===== config.mk =====
export PLATFORM = sky130hd
export DESIGN_NAME = fixedpoint_to_cartesian_arbiter
export DESIGN_NICKNAME = d
export VERILOG_FILES = /design/src/rtl/fixedpoint_to_cartesian_arbiter_pkg.sv /design/src/rtl/fixedpoint_to_cartesian_arbiter_tag_fifo.sv /design/src/rtl/fixedpoint_to_cartesian_arbiter.sv
export SDC_FILE = /design/constraint.sdc
export NUM_CORES = 1
export LEC_CHECK = 0
export ABC_AREA = 1
export BUFFER_PORTS_ARGS = -buffer_cell sky130_fd_sc_hd__buf_2
export CORE_AREA = 5 5 268 270
export CTS_CLUSTER_DIAMETER = 50
export DETAILED_ROUTE_END_ITERATION = 16
export DIE_AREA = 0 0 273 275
export GPL_TIMING_DRIVEN = 1
export SYNTH_ARGS = -nofsm -noshare
export SYNTH_HDL_FRONTEND = slang
export SYNTH_SLANG_ARGS = --single-unit
export TNS_END_PERCENT = 5

===== constraint.sdc =====
create_clock -name clk -period 3.9 [get_ports clk]
set_clock_uncertainty 0.1 [all_clocks]
set_input_delay 0.195 -clock clk [delete_from_list [all_inputs] [get_ports clk]]
set_output_delay 0.195 -clock clk [all_outputs]
set_load 0.005 [all_outputs]

===== src/rtl/fixedpoint_to_cartesian_arbiter_pkg.sv =====
// fixedpoint: Q16.16 number type, converter latency constant and spherical request bundle
package fixedpoint;
   typedef logic signed [31:0] number;
   localparam int CART_LATENCY = 84;
   typedef struct packed {
      number theta;
      number phi;
      number r;
   } sph_req_t;
endpackage


===== src/rtl/fixedpoint_to_cartesian_arbiter_tag_fifo.sv =====
// arb_tag_fifo: circular FIFO with separate full flag; a pop frees its slot for a same-cycle push
module arb_tag_fifo #(
   parameter int WIDTH = 2,
   parameter int DEPTH = 96
) (
   input  logic             clk,
   input  logic             rst_n,
   input  logic             push,
   input  logic             pop,
   input  logic [WIDTH-1:0] din,
   output logic [WIDTH-1:0] dout,
   output logic             full,
   output logic             empty
);
   localparam int AW = DEPTH > 1 ? $clog2(DEPTH) : 1;
   logic [AW-1:0] wr_q, wr_d, rd_q, rd_d;
   logic full_q, full_d, do_push, do_pop;
   logic [WIDTH-1:0] mem_q [DEPTH];
   assign empty = (wr_q == rd_q) && !full_q;
   assign full  = full_q;
   assign dout  = mem_q[rd_q];
   always_comb begin
      do_pop  = pop && !empty;
      do_push = push && (!full_q || do_pop);
      wr_d    = do_push ? (wr_q == AW'(DEPTH-1) ? '0 : wr_q + 1'b1) : wr_q;
      rd_d    = do_pop ? (rd_q == AW'(DEPTH-1) ? '0 : rd_q + 1'b1) : rd_q;
      full_d  = (do_push && !do_pop) ? (wr_d == rd_q) : ((do_pop && !do_push) ? 1'b0 : full_q);
   end
   always_ff @(posedge clk or negedge rst_n)
      if (!rst_n) begin
         wr_q   <= '0;
         rd_q   <= '0;
         full_q <= 1'b0;
      end else begin
         wr_q   <= wr_d;
         rd_q   <= rd_d;
         full_q <= full_d;
      end
   always_ff @(posedge clk)
      if (do_push) mem_q[wr_q] <= din;
endmodule


===== src/rtl/fixedpoint_to_cartesian_arbiter.sv =====
// fixedpoint_to_cartesian_arbiter: round-robin, credit-limited sharing of one spherical-to-cartesian converter.
// Define FIXEDPOINT_ARB_STATS_EN to add saturating grant_cnt/stall_cnt counters.
module fixedpoint_to_cartesian_arbiter
   import fixedpoint::*;
#(
   parameter int N_REQ        = 4,
   parameter int MAX_INFLIGHT = 96,
   parameter int CNV_LATENCY  = CART_LATENCY,
   parameter int IDX_W        = $clog2(N_REQ)
) (
   input  logic                              clk,
   input  logic                              rst_n,
   input  logic [N_REQ-1:0]                  req_valid,
   output logic [N_REQ-1:0]                  req_ready,
   input  number [N_REQ-1:0]                 req_theta,
   input  number [N_REQ-1:0]                 req_phi,
   input  number [N_REQ-1:0]                 req_r,
   output logic                              cnv_in_valid,
   output number                             cnv_theta,
   output number                             cnv_phi,
   output number                             cnv_r,
   input  logic                              cnv_out_valid,
   input  number                             cnv_x,
   input  number                             cnv_y,
   input  number                             cnv_z,
   output logic [N_REQ-1:0]                  rsp_valid,
   output number                             rsp_x,
   output number                             rsp_y,
   output number                             rsp_z,
   output logic [$clog2(MAX_INFLIGHT+1)-1:0] inflight,
   output logic                              err_orphan
`ifdef FIXEDPOINT_ARB_STATS_EN
   ,
   output logic [N_REQ-1:0][31:0]            grant_cnt,
   output logic [31:0]                       stall_cnt
`endif
);
   localparam int CW = $clog2(MAX_INFLIGHT+1);
   localparam int DW = $clog2(CNV_LATENCY+3);
   logic [IDX_W-1:0] ptr_q, ptr_d, gnt_idx, tag;
   logic [CW-1:0] credits_q, credits_d;
   logic [DW-1:0] drain_q, drain_d;
   sph_req_t op_q, op_d;
   logic cnv_in_valid_q, cnv_in_valid_d, err_q, err_d;
   logic [N_REQ-1:0] rsp_valid_q, rsp_valid_d;
   number rsp_x_q, rsp_x_d, rsp_y_q, rsp_y_d, rsp_z_q, rsp_z_d;
   logic found, can, xfer, pop, fifo_full, fifo_empty;

   arb_tag_fifo #(.WIDTH(IDX_W), .DEPTH(MAX_INFLIGHT)) u_tag_fifo (
      .clk(clk), .rst_n(rst_n), .push(xfer), .pop(pop), .din(gnt_idx),
      .dout(tag), .full(fifo_full), .empty(fifo_empty)
   );

   always_comb begin
      int j;
      j       = 0;
      found   = 1'b0;
      gnt_idx = '0;
      for (int k = 0; k < N_REQ; k++) begin
         j = int'(ptr_q) + k;
         if (j >= N_REQ) j = j - N_REQ;
         if (!found && req_valid[j]) begin
            found   = 1'b1;
            gnt_idx = IDX_W'(j);
         end
      end
      can            = credits_q != '0 && drain_q == '0 && !fifo_full;
      xfer           = found && can;
      req_ready      = xfer ? N_REQ'(1) << gnt_idx : '0;
      // results during the drain window belong to the pre-reset session and are dropped silently
      pop            = cnv_out_valid && drain_q == '0 && !fifo_empty;
      err_d          = err_q || (cnv_out_valid && drain_q == '0 && fifo_empty);
      ptr_d          = xfer ? (gnt_idx == IDX_W'(N_REQ-1) ? '0 : gnt_idx + 1'b1) : ptr_q;
      credits_d      = credits_q - CW'(xfer) + CW'(pop);
      drain_d        = drain_q == '0 ? drain_q : drain_q - 1'b1;
      cnv_in_valid_d = xfer;
      op_d           = xfer ? sph_req_t'{req_theta[gnt_idx], req_phi[gnt_idx], req_r[gnt_idx]} : op_q;
      rsp_valid_d    = pop ? N_REQ'(1) << tag : '0;
      rsp_x_d        = pop ? cnv_x : rsp_x_q;
      rsp_y_d        = pop ? cnv_y : rsp_y_q;
      rsp_z_d        = pop ? cnv_z : rsp_z_q;
   end

   always_ff @(posedge clk or negedge rst_n)
      if (!rst_n) begin
         ptr_q          <= '0;
         credits_q      <= CW'(MAX_INFLIGHT);
         drain_q        <= DW'(CNV_LATENCY+2);
         op_q           <= '0;
         cnv_in_valid_q <= 1'b0;
         rsp_valid_q    <= '0;
         rsp_x_q        <= '0;
         rsp_y_q        <= '0;
         rsp_z_q        <= '0;
         err_q          <= 1'b0;
      end else begin
         ptr_q          <= ptr_d;
         credits_q      <= credits_d;
         drain_q        <= drain_d;
         op_q           <= op_d;
         cnv_in_valid_q <= cnv_in_valid_d;
         rsp_valid_q    <= rsp_valid_d;
         rsp_x_q        <= rsp_x_d;
         rsp_y_q        <= rsp_y_d;
         rsp_z_q        <= rsp_z_d;
         err_q          <= err_d;
      end

   assign cnv_in_valid = cnv_in_valid_q;
   assign cnv_theta    = op_q.theta;
   assign cnv_phi      = op_q.phi;
   assign cnv_r        = op_q.r;
   assign rsp_valid    = rsp_valid_q;
   assign rsp_x        = rsp_x_q;
   assign rsp_y        = rsp_y_q;
   assign rsp_z        = rsp_z_q;
   assign inflight     = CW'(MAX_INFLIGHT) - credits_q;
   assign err_orphan   = err_q;

`ifdef FIXEDPOINT_ARB_STATS_EN
   logic [N_REQ-1:0][31:0] grant_cnt_q, grant_cnt_d;
   logic [31:0] stall_cnt_q, stall_cnt_d;
   always_comb begin
      grant_cnt_d = grant_cnt_q;
      for (int i = 0; i < N_REQ; i++)
         if (req_ready[i] && grant_cnt_q[i] != '1) grant_cnt_d[i] = grant_cnt_q[i] + 1'b1;
      stall_cnt_d = (found && !can && stall_cnt_q != '1) ? stall_cnt_q + 1'b1 : stall_cnt_q;
   end
   always_ff @(posedge clk or negedge rst_n)
      if (!rst_n) begin
         grant_cnt_q <= '0;
         stall_cnt_q <= '0;
      end else begin
         grant_cnt_q <= grant_cnt_d;
         stall_cnt_q <= stall_cnt_d;
      end
   assign grant_cnt = grant_cnt_q;
   assign stall_cnt = stall_cnt_q;
`endif
endmodule


# Word level (Yosys, flattened, before mapping)
# Memory sizes are Yosys's and may differ from the RTL's.
# Cells that the tools add are included.
# W data, S select, Z words.
[op_classes] n_addsub=14 magnitude_cmp=9 n_eq_ne=5 shifts=2 mux=40 n_reduce_logical=26
[op_table] operator="$mux W32" n=7
[op_table] operator="$bmux W32 S2" n=3
[op_table] operator="$lt A32 B4 Y1 const B" n=4
[op_table] operator="$mux W7" n=3
[op_table] operator="$mux W1" n=16
[op_table] operator="$add A7 B1 Y7 const B" n=2
[op_table] operator="$eq A7 B7 Y1" n=2
[op_table] operator="$eq A7 B7 Y1 const B" n=2
[op_table] operator="$logic_and A1 B1 Y1" n=14
[op_table] operator="$sub A3 B3 Y4 const B" n=3
[op_table] operator="$mux W2" n=5
[op_table] operator="$ge A3 B3 Y1 const B" n=3
[op_table] operator="$bmux W1 S2" n=4
[op_table] operator="$mux W4" n=2
[op_table] operator="$shl A1 B2 Y4 const A" n=2
[op_table] operator="$add A7 B1 Y7" n=1
[op_table] operator="$logic_not A1 Y1" n=7
[op_table] operator="$logic_not A7 Y1" n=1
[op_table] operator="$reduce_bool A7 Y1" n=1
[op_table] operator="$sub A7 B1 Y7" n=1
[op_table] operator="$sub A7 B1 Y7 const B" n=1
[op_table] operator="$sub A7 B7 Y7 const A" n=1
[op_table] operator="$add A2 B2 Y3 const B" n=2
[op_table] operator="$sub A2 B3 Y4 const B" n=1
[op_table] operator="7 further kinds" n=8
[totals] regBits=229 ramBits=192 out_inout_bits=209 wordCells=112 memories=1
[memory_table] name="u_tag_fifo.mem_q" depth=96 word_bits=2 read_ports=1 rd_ports_with_merged_regs=0 write_ports=1 line_no="fixedpoint_to_cartesian_arbiter_tag_fifo.sv:18" rtl="logic [WIDTH-1:0] mem_q [DEPTH];"

# Longest topological paths before layout
[logic_depth] word_depth=21 depth_mapped=24

# By module
# A second synthesis with hierarchy kept.
[hier_totals] hier_cells=3076 area_unflattened_um2=23184.7
[modules_own_cells] module="fixedpoint_to_cartesian_arbiter" n_inst=1 cells_per_inst=2055 area_per_inst_um2=13544.2 seq_area_each_um2=5362.6
[modules_own_cells] module="arb_tag_fifo" n_inst=1 cells_per_inst=1021 area_per_inst_um2=9640.5 seq_area_each_um2=6140.9

# Worst setup path before layout
# Ideal clock, no wire load.
[synth_timing] path_kind="register to register" start="register drain_q[1]" end="register credits_q[6]" setup_ns=0.083 arrival_ns=3.241 path_slack_ns=0.476 stages_incl_launch_ff=22 path_buffers=2 period_less_slack_ns=3.424 cell_sequence="dfstp_2 inv_1 ha_1 nand3_1 inv_1 nand2_1 inv_1 nand2_1 buf_2 buf_1 ha_1 inv_1 ha_1 inv_1 fa_1 nor2_1 nor2_1 o21bai_1 a21oi_1 nor2_1 nor2_1 xor2_1"
[synth_between] elab_chain_cells=6 elab_cells_between_ends=8 classes_between="add/sub (2); reduce/logical (6)"
[synth_lines] element="start: declaration" line_no="fixedpoint_to_cartesian_arbiter.sv:42" rtl="logic [DW-1:0] drain_q, drain_d;"
[synth_lines] element="start signal: assignment" line_no="fixedpoint_to_cartesian_arbiter.sv:88" rtl="drain_q <= DW'(CNV_LATENCY+2);"
[synth_lines] element="start signal: assignment" line_no="fixedpoint_to_cartesian_arbiter.sv:99" rtl="drain_q <= drain_d;"
[synth_lines] element="$logic_not A7 Y1 *" line_no="fixedpoint_to_cartesian_arbiter.sv:67, fixedpoint_to_cartesian_arbiter.sv:71"
[synth_lines] element="$logic_and A1 B1 Y1 (2 in a row)" line_no="fixedpoint_to_cartesian_arbiter.sv:67" rtl="can = credits_q != '0 && drain_q == '0 && !fifo_full;"
[synth_lines] element="$logic_and A1 B1 Y1" line_no="fixedpoint_to_cartesian_arbiter.sv:68" rtl="xfer = found && can;"
[synth_lines] element="$sub A7 B1 Y7" line_no="fixedpoint_to_cartesian_arbiter.sv:74" rtl="credits_d = credits_q - CW'(xfer) + CW'(pop);"
[synth_lines] element="$add A7 B1 Y7 *" line_no="fixedpoint_to_cartesian_arbiter.sv:74"
[synth_lines] element="net credits_d[6]" line_no="fixedpoint_to_cartesian_arbiter.sv:41" rtl="logic [CW-1:0] credits_q, credits_d;"
[synth_lines] element="end signal: assignment" line_no="fixedpoint_to_cartesian_arbiter.sv:87" rtl="credits_q <= CW'(MAX_INFLIGHT);"
[synth_lines] element="end signal: assignment" line_no="fixedpoint_to_cartesian_arbiter.sv:98" rtl="credits_q <= credits_d;"
[synth_lines] element="end: declaration" line_no="fixedpoint_to_cartesian_arbiter.sv:41"
# The timed path passes the listed nets; every way through them passes the cells marked *.
# A chain may end at the register's enable or synchronous reset.

# Final worst setup path
[layout_timing] start="register ptr_q[0]" end="register op_q (netlist bit cnv_phi[10])"
[layout_between] elab_chain_cells=17 elab_cells_between_ends=44 classes_between="add/sub (7); order compare (4); mux (26); reduce/logical (7)"
[layout_lines] element="start: declaration" line_no="fixedpoint_to_cartesian_arbiter.sv:40" rtl="logic [IDX_W-1:0] ptr_q, ptr_d, gnt_idx, tag;"
[layout_lines] element="start signal: assignment" line_no="fixedpoint_to_cartesian_arbiter.sv:97" rtl="ptr_q <= ptr_d;"
[layout_lines] element="parallel branches: the longest is 17 deep, another holds $sub A3 B3 Y4"
[layout_lines] element="end signal: assignment" line_no="fixedpoint_to_cartesian_arbiter.sv:100" rtl="op_q <= op_d;"
[layout_lines] element="end: declaration" line_no="fixedpoint_to_cartesian_arbiter.sv:43" rtl="sph_req_t op_q, op_d;"
# Parallel ways; which one is timed is not known. The select of a mux whose other input is x is not followed.

==> flow_summary_export.csv <==
group,metric,value,unit
clocking,cts-buffers-inserted,56,
timing,clock.fmax,0.275,GHz
synthesis,syn_area_per_cell,7.61,sq um
timing,relSlewSlack,0.258,
critical_path,cp.required,4.33,ns
placed_design,dp_hpwl,57700,microns
global_route,grt_pass1_wl,127000,microns
synthesis,synth_simple_gate_area_share,0.292,
critical_path,critPathLaunch,"ptr_q[0]$_DFFE_PN0P_",
critical_path,cp.depth,17,
placed_design,routabilityCongestion,0.889,
detailed_routing,first_pass_iters,5,
critical_path,r2r-end,"cnv_phi[10]$_DFFE_PN0P_",
synthesis,yosys_warnings,0,
power,pwr-share-clk,0.167,
timing,period_minus_slack,3.64,ns
global_route,antenna_found_initial,8,
detailed_routing,viasPerCell,4.65,
run_status,outcome,"complete, no violations",
timing,hold_violations,0,
global_route,grt_max_degree,119,
critical_path,cp_common_cell,"nand2_1",
power,combPwrFrac,0.604,
critical_path,cpPeakStageDelay,0.60,ns
synthesis,synth_nets,3412,
synthesis,syn_inst,2902,
power,swShare,0.452,
synthesis,synth_compound_area_frac,0.0699,
placed_design,dp_cells,4421,
synthesis,synthAdderAreaFrac,0.0134,
worst_hold_path,hold_end,"cnv_theta[14]$_DFFE_PN0P_",
critical_path,critPathArrivalTime,4.07,ns
worst_hold_path,hold_class,"input pin to flop",
clocking,clock-sinks,421,
timing,worst_pin_slew,1.11,ns
synthesis,ys_types,38,
power,p_per_area,960,nW/um^2
synthesis,yosysSeqAreaShare,0.521,
critical_path,crit_family,"buffers and inverters",
final_layout,area_growth_syn_to_layout,47.7,%
final_layout,drive_gt1_frac,0.219,
critical_path,worst-path-buf-inv,4,
clocking,clock_latency,0.61,ns
detailed_routing,drc_errors,0,
detailed_routing,wl_per_cell,17.6,microns
power,irDropWorstVdd,0.632,mV
synthesis,synth_xor_area_frac,0.00674,
global_route,grt_overflow,0,
synthesis,synthesis.area,22100,sq um
clocking,cts_max_level,2,
clocking,cts_buffer_depth,3,
power,power.internal,17.2,mW
critical_path,path_cells,"inv_4 -> nand2_1 -> nand3_1 -> o21a_1 -> nor2_1 -> nor2_1 -> nand2_4 -> nand2_8 -> buf_16 -> nand2_1 -> o21ai_0 -> dlygate4sd3_1 -> nand2_1 -> nand2_1 -> dlygate4sd3_1 -> nand2_1 -> nand2_1",
placed_design,dp_slack,0.451,ns
clocking,clk_pin_slew,0.06,ns
timing,setup_violations,0,
detailed_routing,drt-initial-drc-count,1453,
final_layout,final_nets,4469,
final_layout,final_common_cell,"nand2_1",
clocking,root_buffer,"clkbuf_16",
synthesis,synthMuxAreaShare,0,
flow_run,timing.max_cap.violations,0,
worst_hold_path,hp-start,"req_theta[78]",
final_layout,fin_cells,4952,
global_route,grt_util_all_layers,0.215,
floorplanning,core,69300,sq um
detailed_routing,vias,23000,
synthesis,synth_top_family_by_area,"simple AND/OR/NAND/NOR gates",
critical_path,end_kind,"flop",
final_layout,layout_common_cells,"nand2_1 (1171), buf_2 (694), dlygate4sd3_1 (410), inv_1 (340), nor2_1 (283)",
critical_path,reg2regPathDepth,17,
timing,slew_viol_final,0,
critical_path,cpMaxStageDelayCell,"dlygate4sd3_1",
timing,fin_crit_sh,0.933,
detailed_routing,wl,87000,microns
worst_hold_path,whs_path_depth,7,
detailed_routing,drtAntennaViolNets,0,
critical_path,timing.reg2reg.setup_slack,0.26,ns
floorplanning,die_y,275,microns
timing,setup_ws,0.263,ns
clocking,cts_tree,"yes",
power,leakagePower,16.7,nW
power,p_sw,14.2,mW
global_route,grt_pass1_vias,22600,
synthesis,synth-seq-cells,421,
floorplanning,dieArea,75100,sq um
placed_design,io_buffers,695,
power,seq_power_share,0.229,
floorplanning,rows,97,
floorplanning,initial_core_util,0.319,
floorplanning,io_pins,696,
critical_path,path_class,"flop to flop",
critical_path,cp_max_fo,59,
critical_path,reg2reg_from,"ptr_q[0]$_DFFE_PN0P_",
critical_path,start_kind,"flop",
floorplanning,die-width,273,microns
[synth_stat cells (all sizes together)]
library cell | n | area (sq um)
o211ai | 33 | 248
o21bai | 2 | 15.0
edfxtp | 192 | 5770
dfrtp | 223 | 5580
nor2 | 285 | 1070
xor2 | 16 | 140
nor3b | 1 | 7.51
dfstp | 6 | 158
clkinv | 2 | 8.75
nor3 | 5 | 30.0
nand4 | 7 | 43.8
nand2 | 1180 | 4440
buf | 95 | 561
xnor2 | 1 | 8.76
ha | 22 | 275
clkbuf | 69 | 259
o21a | 1 | 7.51
and2 | 1 | 6.26
nand3b | 6 | 45.0
o221ai | 9 | 78.8
inv | 347 | 1310
o21ai | 213 | 1070
fa | 1 | 20.0
a21oi | 13 | 65.1
o22ai | 9 | 56.3
a211oi | 1 | 7.51
nand3 | 162 | 811
[sequential cells by signal (all words and copies together), names as in the netlist, 4 cells and up]
| register | flops |
|---|---|
| cnv_phi | 32 |
| cnv_r | 32 |
| cnv_theta | 32 |
| credits_q | 7 |
| drain_q | 7 |
| rsp_valid | 4 |
| rsp_x | 32 |
| rsp_y | 32 |
| rsp_z | 32 |
| u_tag_fifo.mem_q | 192 |
| u_tag_fifo.rd_q | 7 |
| u_tag_fifo.wr_q | 7 |
[metal layers]
metal / wire (microns) / vias up / GRT usage
met5: 12 / - / 0
met4: 3370 / 2 / 0.0827
met1: 33900 / 10700 / 0.257
li1: - / 11200 / -
met3: 6180 / 198 / 0.0444
met2: 43600 / 920 / 0.382
[worst max-delay path by stage]
stage | to | slack [ns]
CTS | cnv_r[30]$_DFFE_PN0P_ | 0.02
detailed placement | u_tag_fifo.mem_q[79][0]$_DFFE_PP_ | 0.45
global placement | u_tag_fifo.mem_q[71][0]$_DFFE_PP_ | 0.48
finish | cnv_phi[10]$_DFFE_PN0P_ | 0.26
global route | cnv_phi[10]$_DFFE_PN0P_ | -0.02
floorplan | credits_q[6]$_DFF_PN1_ | 0.48
[worst register-to-register path, delay by kind of cell, from the launching register on]
family                 cells  cell delay, ns
buffers and inverters      4            1.54
AOI/OAI and AO/OA          2            0.30
and+or+nand+nor           11            1.15
DFF                        1            0.48
[timing repair]
| item | CTS | global route |
|---|---|---|
| setup buffers | 0 | 6 |
| resized for setup | 0 | 11 |
| endpoints found under the setup margin | 0 | 48 |
| hold endpoints to repair | 276 | 0 |
| hold buffers | 410 | 0 |
[logic make-up (layout without fill, tap and decap cells)]
| kind of cell | Yosys count | count (layout) |
|---|---|---|
| simple gates | 1647 | 1649 |
| buf+inv | 513 | 1614 |
| flops | 421 | 421 |
| compound gates | 281 | 281 |
| fa+ha+maj | 23 | 23 |
| xor+xnor | 17 | 17 |
| other cells | 0 | 7 |
[power by group through the flow]
| stage | clock, mW | combinational, mW | sequential, mW |
|---|---|---|---|
| floorplan | 0 | 9.88 | 7.15 |
| global placement | 0 | 15.1 | 7.23 |
| detailed placement | 0 | 15.3 | 7.21 |
| CTS | 5.37 | 18.4 | 7.17 |
| global route | 5.55 | 21.1 | 7.29 |
| finish | 5.22 | 18.9 | 7.18 |
[through the flow]
step,power [mW],TNS [ns],hold slack [ns],instance area [sq um],utilization
2_1_floorplan,17.0,0,-0.201,22100,-
3_3_place_gp,22.4,0,0.170,26400,0.382
3_5_place_dp,22.5,0,0.173,26400,0.382
4_1_cts,30.9,0,0.00160,32400,0.468
5_1_grt,33.9,-0.0198,0.0385,32600,0.471
6_report,31.3,0,0.0264,32600,0.471
[cell type report]
type	count	area [sq um]
Timing Repair Buffer	1161	8180
Fill cell	6658	36700
Inverter	349	1330
Tap cell	940	1180
Multi-Input combinational cell	1970	8520
Antenna cell	7	17.5
Sequential cell	421	11500
Clock buffer	68	1520
Clock inverter	36	385
Note: power is estimated with default switching activity, not from simulation.
